<file path="src/rtl/seg_scan_decoder.sv">
`default_nettype none
// ============================================================================
// Module      : seg_scan_decoder
// Description : Receiver for a multiplexed 4-digit 7-segment display bus.
//               Synchronises digit-select/segment lines, filters ghosting
//               during digit transitions, decodes each digit back to a hex
//               code with blank/dp/error flags, and publishes whole frames.
//               Optional macro SEGDEC_ERRCNT_EN adds the ErrCnt output.
// Revision    : 1.0 - initial release
// ============================================================================
module seg_scan_decoder #(
    parameter int STABLE_CYC     = 4,
    parameter int TIMEOUT_CYC    = 200000,
    parameter bit SEG_ACTIVE_LOW = 1'b1,
    parameter bit DIG_ACTIVE_LOW = 1'b1
) (
    input  logic        Clk,
    input  logic        Rst,
    input  logic [3:0]  SEG_D,
    input  logic [6:0]  SEG,
    input  logic        SEG_P,
    output logic [15:0] Digits,
    output logic [3:0]  Blank,
    output logic [3:0]  DP,
    output logic [3:0]  Err,
    output logic        FrameValid,
`ifdef SEGDEC_ERRCNT_EN
    output logic [7:0]  ErrCnt,
`endif
    output logic        Stale
);

    localparam int c_RUN_W = (STABLE_CYC < 2) ? 1 : $clog2(STABLE_CYC + 1);
    localparam int c_TO_W  = $clog2(TIMEOUT_CYC + 1);

    localparam logic [c_RUN_W:0]   c_STABLE  = STABLE_CYC[c_RUN_W:0];
    localparam logic [c_TO_W-1:0]  c_TIMEOUT = TIMEOUT_CYC[c_TO_W-1:0];

    // Raw idle levels, so the synchronisers come out of reset showing a gap
    localparam logic [3:0] c_DIG_IDLE = DIG_ACTIVE_LOW ? 4'hF : 4'h0;
    localparam logic [6:0] c_SEG_IDLE = SEG_ACTIVE_LOW ? 7'h7F : 7'h00;
    localparam logic       c_DP_IDLE  = SEG_ACTIVE_LOW;

    localparam logic [1:0] c_ST_WAIT  = 2'd0;
    localparam logic [1:0] c_ST_COUNT = 2'd1;
    localparam logic [1:0] c_ST_HELD  = 2'd2;

    logic [3:0]         r_dig_s1, r_dig_s2;
    logic [6:0]         r_seg_s1, r_seg_s2;
    logic               r_dp_s1, r_dp_s2;

    logic [1:0]         r_state;
    logic [c_RUN_W-1:0] r_run;
    logic [3:0]         r_prev_sel;
    logic [6:0]         r_prev_seg;
    logic               r_prev_dp;

    logic [15:0]        r_sh_code;
    logic [3:0]         r_sh_blank;
    logic [3:0]         r_sh_dp;
    logic [3:0]         r_sh_err;
    logic [3:0]         r_seen;
    logic [c_TO_W-1:0]  r_to_cnt;

    logic [3:0]         w_sel;
    logic [6:0]         w_seg;
    logic               w_dp;
    logic               w_valid;
    logic               w_same;
    logic [c_RUN_W:0]   w_run_inc;
    logic               w_capture;
    logic               w_publish;
    logic [1:0]         w_idx;
    logic [3:0]         w_code;
    logic               w_blank;
    logic               w_err;
    logic [c_TO_W-1:0]  w_to_next;

    // Two-flop synchronisers on every bus line
    always_ff @(posedge Clk or posedge Rst) begin
        if (Rst) begin
            r_dig_s1 <= c_DIG_IDLE;
            r_dig_s2 <= c_DIG_IDLE;
            r_seg_s1 <= c_SEG_IDLE;
            r_seg_s2 <= c_SEG_IDLE;
            r_dp_s1  <= c_DP_IDLE;
            r_dp_s2  <= c_DP_IDLE;
        end else begin
            r_dig_s1 <= SEG_D;
            r_dig_s2 <= r_dig_s1;
            r_seg_s1 <= SEG;
            r_seg_s2 <= r_seg_s1;
            r_dp_s1  <= SEG_P;
            r_dp_s2  <= r_dp_s1;
        end
    end

    // Normalise to active-high and qualify the sample
    always_comb begin
        w_sel     = r_dig_s2 ^ {4{DIG_ACTIVE_LOW}};
        w_seg     = r_seg_s2 ^ {7{SEG_ACTIVE_LOW}};
        w_dp      = r_dp_s2 ^ SEG_ACTIVE_LOW;
        w_valid   = (w_sel != 4'd0) && ((w_sel & (w_sel - 4'd1)) == 4'd0);
        w_same    = (w_sel == r_prev_sel) && (w_seg == r_prev_seg) && (w_dp == r_prev_dp);
        w_run_inc = {1'b0, r_run} + 1'b1;
        w_capture = w_valid &&
                    (((r_state == c_ST_WAIT) && (STABLE_CYC <= 1)) ||
                     ((r_state == c_ST_COUNT) && w_same && (w_run_inc >= c_STABLE)));
        w_publish = (r_seen == 4'hF);
        w_to_next = r_to_cnt + 1'b1;
    end

    // One-hot select to digit index
    always_comb begin
        w_idx = 2'd0;
        case (w_sel)
            4'b0010: w_idx = 2'd1;
            4'b0100: w_idx = 2'd2;
            4'b1000: w_idx = 2'd3;
            default: w_idx = 2'd0;
        endcase
    end

    // Segment pattern {G,F,E,D,C,B,A} to hex code, blank and error flags
    always_comb begin
        w_code  = 4'h0;
        w_blank = 1'b0;
        w_err   = 1'b0;
        case (w_seg)
            7'h3F: w_code = 4'h0;
            7'h06: w_code = 4'h1;
            7'h5B: w_code = 4'h2;
            7'h4F: w_code = 4'h3;
            7'h66: w_code = 4'h4;
            7'h6D: w_code = 4'h5;
            7'h7D: w_code = 4'h6;
            7'h07: w_code = 4'h7;
            7'h7F: w_code = 4'h8;
            7'h6F: w_code = 4'h9;
            7'h77: w_code = 4'hA;
            7'h7C: w_code = 4'hB;
            7'h39: w_code = 4'hC;
            7'h5E: w_code = 4'hD;
            7'h79: w_code = 4'hE;
            7'h71: w_code = 4'hF;
            7'h00: w_blank = 1'b1;
            default: w_err = 1'b1;
        endcase
    end

    // Stability filter: a digit is captured only after a run of identical samples
    always_ff @(posedge Clk or posedge Rst) begin
        if (Rst) begin
            r_state    <= c_ST_WAIT;
            r_run      <= '0;
            r_prev_sel <= 4'd0;
            r_prev_seg <= 7'd0;
            r_prev_dp  <= 1'b0;
        end else begin
            case (r_state)
                c_ST_WAIT: begin
                    if (w_valid) begin
                        r_prev_sel <= w_sel;
                        r_prev_seg <= w_seg;
                        r_prev_dp  <= w_dp;
                        r_run      <= c_RUN_W'(1);
                        r_state    <= (STABLE_CYC <= 1) ? c_ST_HELD : c_ST_COUNT;
                    end
                end
                c_ST_COUNT: begin
                    if (!w_valid) begin
                        r_state <= c_ST_WAIT;
                    end else if (w_same) begin
                        if (w_run_inc >= c_STABLE) begin
                            r_state <= c_ST_HELD;
                        end else begin
                            r_run <= w_run_inc[c_RUN_W-1:0];
                        end
                    end else begin
                        r_prev_sel <= w_sel;
                        r_prev_seg <= w_seg;
                        r_prev_dp  <= w_dp;
                        r_run      <= c_RUN_W'(1);
                    end
                end
                c_ST_HELD: begin
                    if (!w_valid) begin
                        r_state <= c_ST_WAIT;
                    end else if (!w_same) begin
                        r_prev_sel <= w_sel;
                        r_prev_seg <= w_seg;
                        r_prev_dp  <= w_dp;
                        r_run      <= c_RUN_W'(1);
                        r_state    <= c_ST_COUNT;
                    end
                end
                default: r_state <= c_ST_WAIT;
            endcase
        end
    end

    // Shadow frame: last capture per digit wins; seen restarts after a publish
    always_ff @(posedge Clk or posedge Rst) begin
        if (Rst) begin
            r_sh_code  <= 16'd0;
            r_sh_blank <= 4'hF;
            r_sh_dp    <= 4'd0;
            r_sh_err   <= 4'd0;
            r_seen     <= 4'd0;
        end else begin
            if (w_capture) begin
                r_sh_code[{w_idx, 2'b00} +: 4] <= w_code;
                r_sh_blank[w_idx]              <= w_blank;
                r_sh_dp[w_idx]                 <= w_dp;
                r_sh_err[w_idx]                <= w_err;
            end
            r_seen <= (w_publish ? 4'd0 : r_seen) | (w_capture ? w_sel : 4'd0);
        end
    end

    // Publish complete frames and track staleness; a publish overrides timeout
    always_ff @(posedge Clk or posedge Rst) begin
        if (Rst) begin
            Digits     <= 16'd0;
            Blank      <= 4'hF;
            DP         <= 4'd0;
            Err        <= 4'd0;
            FrameValid <= 1'b0;
            Stale      <= 1'b0;
            r_to_cnt   <= '0;
        end else if (w_publish) begin
            Digits     <= r_sh_code;
            Blank      <= r_sh_blank;
            DP         <= r_sh_dp;
            Err        <= r_sh_err;
            FrameValid <= 1'b1;
            Stale      <= 1'b0;
            r_to_cnt   <= '0;
        end else begin
            FrameValid <= 1'b0;
            if (r_to_cnt != c_TIMEOUT) begin
                r_to_cnt <= w_to_next;
            end
            if (w_to_next == c_TIMEOUT) begin
                Stale <= 1'b1;
            end
        end
    end

`ifdef SEGDEC_ERRCNT_EN
    logic w_ghost;
    assign w_ghost = (r_state == c_ST_COUNT) && !w_valid;

    // Saturating count of bad captures and ghost gaps
    always_ff @(posedge Clk or posedge Rst) begin
        if (Rst) begin
            ErrCnt <= 8'd0;
        end else if (((w_capture && w_err) || w_ghost) && (ErrCnt != 8'hFF)) begin
            ErrCnt <= ErrCnt + 8'd1;
        end
    end
`endif

endmodule
`default_nettype wire
</file>
<file path="config.mk">
export PLATFORM = sky130hd
export DESIGN_NAME = seg_scan_decoder
export DESIGN_NICKNAME = d
export VERILOG_FILES = /design/src/rtl/seg_scan_decoder.sv
export SDC_FILE = /design/constraint.sdc
export NUM_CORES = 1
export LEC_CHECK = 0
export CORE_AREA = 2 2 123 125
export CTS_CLUSTER_SIZE = 10
export DETAILED_ROUTE_END_ITERATION = 16
export DIE_AREA = 0 0 125 127
export PLACE_DENSITY = 0.69
export SLEW_MARGIN = 20
export SYNTH_ARGS = -nofsm -noshare
export SYNTH_HDL_FRONTEND = slang
export SYNTH_SLANG_ARGS = --single-unit
</file>
<file path="constraint.sdc">
create_clock -name Clk -period 8.87 [get_ports Clk]
set_clock_uncertainty 0.1 [all_clocks]
set_input_delay 2.661 -clock Clk [delete_from_list [all_inputs] [get_ports Clk]]
set_output_delay 2.661 -clock Clk [all_outputs]
set_load 0.01 [all_outputs]
</file>
-- Word level (Yosys, flattened, before mapping)
Index checks and enable logic that the tools add are counted.
- register bits after elaboration: 121
- bits of input ports: 14
- word-level logic and storage cells: 137
- add/sub/neg operators: 4
- magnitude comparators: 3
- equal/unequal tests: 37
- shifts and indexed selects: 2
- mux-type cells: 43
- bitwise logic cells: 5
- reduce and logical (&&, ||, !) cells: 20
- operators with widths (cell ; number):
    7-bit equality test (second input constant) ; 12
    4-bit one-hot mux with 15 select lines ; 1
    18-bit two-way mux ; 2
    7-bit two-way mux ; 3
    4-bit two-way mux ; 5
    18-bit by 1-bit adder with 18-bit output (second input constant) ; 1
    18-bit equality test (second input constant) ; 1
    3-bit two-way mux ; 6
    18-bit inequality test (second input constant) ; 1
    17-bit OR reduction ; 1
    16-bit bitwise mux ; 1
    4-bit by 6-bit variable shift with 16-bit output (first input constant) ; 1
    4-bit by 6-bit indexed part select with 16-bit output ; 1
    7-bit by 3-bit equality test with 1-bit output (second input constant) ; 2
    7-bit by 6-bit equality test with 1-bit output (second input constant) ; 2
    7-bit one-hot mux with 2 select lines ; 1
    4-bit bitwise mux ; 3
    2-bit two-way mux ; 6
    2-bit one-hot mux with 3 select lines ; 2
    2-bit inequality test (second input constant) ; 5
    1-bit two-way mux ; 9
    3-bit inequality test (second input constant) ; 3
    3-bit one-hot mux with 3 select lines ; 1
    4-bit equality test (second input constant) ; 2
    other kinds (33) ; 42

-- Longest topological paths before layout
- depth after elaboration: 9
- mapped depth: 8
- mapped depth without buffers: 7

-- Worst setup path after synthesis
Ideal clock, no wire load.
- path type: register -> output
- from: register Blank[0]
- to: output port Blank[0]
- arrival: 0.529 ns
- path slack: 5.580 ns
- stages on the path, launching flop included: 1
- cell sequence: dfstp_2
- RTL lines (what ; line ; text):
    start: declaration ; 23 ; output logic [3:0] Blank,
    start signal: assignment ; 233 ; Blank <= r_sh_blank;
No word-level cell between the ends.

-- Worst setup path in the final report
- from: register Blank[3]
- to: output port Blank[3]
No word-level cell between the ends.

==> results by group <==
Outcome
  – Status: finished, final reports clean

Timing
  – Rel. slew slack: 28.1%
  – Hold WS: 0.254 ns
  – RSZ-0062 raised after global routing: no
  – Max Slew Vio Count: 0
  – Final WS setup: 4.64 ns
  – Tcrit/Tclk final: 47.7%
  – Period minus WS final: 4.23 ns
  – Worst-margin pin slew: 1.08 ns
  – Fin. Hold Viols: 0
  – Setup TNS Final: 0 ns
  – Max Freq: 236 MHz
  – Final setup vio count: 0

CTS
  – Post-CTS Resized: 0
  – Max clock buf depth: 2
  – Number of clock sinks: 121
  – H-tree depth: 4
  – Worst-Skew Late Latency: 0.42 ns
  – Clock Pin Slew Worst Setup and Hold Paths: 0.05 ns
  – CTS tree: done
  – Root Buffer: clkbuf_16
  – Postcts setup bufs: 0
  – Hold-fix buffers, CTS: 0
  – Inserted Clock Buffers: 17

Yosys
  – FF+latch count, synth: 121
  – Synth Area per Inst: 10.4 um2
  – Synth Area in Adders: 3.07%
  – Post-Syn Area: 0.00571 mm2
  – Main combinational cell family by area after synthesis: simple AND/OR/NAND/NOR gates
  – Sequential fraction of the synthesis area: 53.8%
  – Post-Synth XOR/XNOR Area: 4.91%
  – Complex-gate fraction of the synthesized area: 9.67%
  – Synth top area cells: dfrtp_1 (39%), dfstp_2 (15%), nand2_1 (5.4%)
  – Simple-gate share of the synthesized area: 17.8%
  – Post-synth EDFFs: 0
  – Leading area contributor after synthesis: dfrtp_1
  – Yosys cell types: 58
  – Ys async rst share: 100%
  – Synthesized instance count: 547
  – Mapped Nets: 575
  – Warnings from Yosys: 0
  – Top_reg_cell synth: dfrtp_1
  – Proportion of synthesized area in mux cells: 6.53%
  – Top-area cell type share of the netlist area: 39.0%

Detailed routing
  – Routed Antenna Nets: 0
  – Routed vias: 4171
  – Residual DRC count: 0
  – Avg WL per Cell: 15.1 um
  – Initial DRC Count: 279
  – Via/cell ratio: 5.33
  – Wirelength, routed: 11800 um
  – DR pass1 iterations: 6

Setup path
  – Worst path cell trace: clkdlybuf4s50_1
  – Critical path required time: 6.11 ns
  – FF-to-FF End: r_sh_err[0]
  – CP endpoint kind: output pin
  – R2R cell count: 5
  – CP top delay family: buffers and inverters
  – Crit Reg-Reg Startpoint: r_seg_s2[1]
  – CP max stage delay: 0.54 ns
  – Worst path bufs/invs: 1
  – R2r setup slk: 5.59 ns
  – Worst EP arrival: 1.47 ns
  – Largest fanout on the critical path: 2
  – Kind of critical path: flip-flop to output pin
  – Slowest-stage cell, CP: clkdlybuf4s50_1
  – Critical Path Source Type: flip-flop

Global routing
  – Grt ovf: 0
  – Vias in the first global route: 4125
  – Initial antenna violation count: 0
  – Largest net degree at the start of global routing: 86
  – First-pass GRT wire length: 20200 um
  – Total GRT Usage: 15.6%

Hold path
  – Hold Path End: r_dp_s2
  – Hold_sp: r_dp_s1
  – WHS Path Cells: 0
  – Type of the worst min-delay path: flip-flop to flip-flop

Floorplan
  – Core area: 0.0144 mm2
  – Top-Level Pins: 44
  – Die area: 0.0159 mm2
  – Die height: 127 um
  – Row count: 44
  – Chip width: 125 um
  – Initial core utilization: 39.6%

Cells and area
  – Fraction of layout cells with a size suffix above 1: 13.7%
  – Fillers: 1313
  – Layout Nets: 613
  – N_diodes: 0
  – Synthesis-to-finish area growth: 19.8%
  – Final Util: 47.4%

Power and ir drop
  – Worst vdd ir: 151 uV
  – P_leak: 3.09 nW
  – PD cells: 205 mW/mm2

Placed design
  – Final RePlAce weighted congestion: 0.832
  – IO Port Bufs: 43
  – Placed wire-length estimate: 7980 um
  – DP Worst Slack: 4.22 ns

Flow run
  – Max-Cap Viols: 0
[cells in the mapped netlist (all sizes together) (5+ instances only)]
cell and count:
dfrtp 89, nand2 82, inv 36, dfstp 32, nor2 27, nand3 26, o21ai 22, xnor2 22
clkbuf 19, mux2 18, mux2i 17, ha 14, a21oi 11, xor2 10, a31oi 9, nor3 9
buf 8, a211oi 7, nand4 7, nor4 7, or4 7, a41o 6, and2 6, nor2b 5
or3 5
[kinds of logic after synthesis]
family	Yosys count
AO/OA/AOI/OAI	80
XOR/XNOR	32
adder cells (fa/ha/maj)	14
buffers and inverters	63
flip-flops	121
multiplexers	35
AND/OR/NAND/NOR	202
[placed cells by master (no fill, tap or decap), types with 14 or more instances in the layout]
| cell type | n |
|---|---|
| clkdlybuf4s50_1 | 43 |
| ha_1 | 14 |
| dfrtp_1 | 89 |
| mux2i_1 | 17 |
| o21ai_0 | 22 |
| dfstp_2 | 32 |
| nor2_1 | 27 |
| inv_1 | 35 |
| nand2_1 | 82 |
| nand3_1 | 26 |
| xnor2_1 | 22 |
| clkbuf_16 | 17 |
[through the flow]
stage                     total power, mW  area, um2  std cells
final                                1.40       6830        782
after global routing                 1.47       6830        782
after CTS                            1.42       6830        782
after detailed placement            0.783       6280        750
after global placement              0.774       6280        750
after floorplan                     0.745       5710        547
[power breakdown]
| group | total (mW) | leakage, nW | switching, mW | internal (mW) |
|---|---|---|---|---|
| logic | 0.149 | 1.28 | 0.0822 | 0.0666 |
| clock network | 0.628 | 0.276 | 0.239 | 0.388 |
| registers | 0.626 | 1.53 | 0.0328 | 0.593 |
[worst max-delay path by stage]
stage | from | to | slack (ns) | depth (start not counted)
after CTS | Blank[3] | Blank[3] | 4.61 | 1
after global placement | Rst | r_prev_dp | 4.30 | 3
after global routing | Blank[3] | Blank[3] | 4.59 | 1
final | Blank[3] | Blank[3] | 4.64 | 1
after floorplan | Rst | DP[0] | 2.95 | 1
after detailed placement | Rst | r_prev_seg[5] | 4.22 | 3
[per-layer routing]
metal | global-route usage (%) | wire length (um) | share of wire [%] | vias up
li1 | - | - | - | 1976
met1 | 20.4 | 5270 | 45 | 2061
met4 | 6.67 | 253 | 2.1 | 0
met3 | 4.23 | 503 | 4.3 | 25
met2 | 24.8 | 5770 | 49 | 109
met5 | 0 | 0 | 0 | -
[final cells by class]
type                            instances  area [um2]  area share, %
Sequential cell                       121        3070           44.9
Multi-Input combinational cell        363        2390           35.0
Timing Repair Buffer                   46         457           6.68
Clock buffer                           19         443           6.48
Tap cell                              184         230           3.37
Inverter                               36         138           2.01
Clock inverter                         13         104           1.52
[flip-flops by register name, indices dropped and copies added, names as in the netlist, 7 cells and up]
name,cells
Digits,16
r_sh_code,16
r_to_cnt,18
r_seg_s1,7
r_prev_seg,7
r_seg_s2,7
Power figures use the tool's default switching activity.
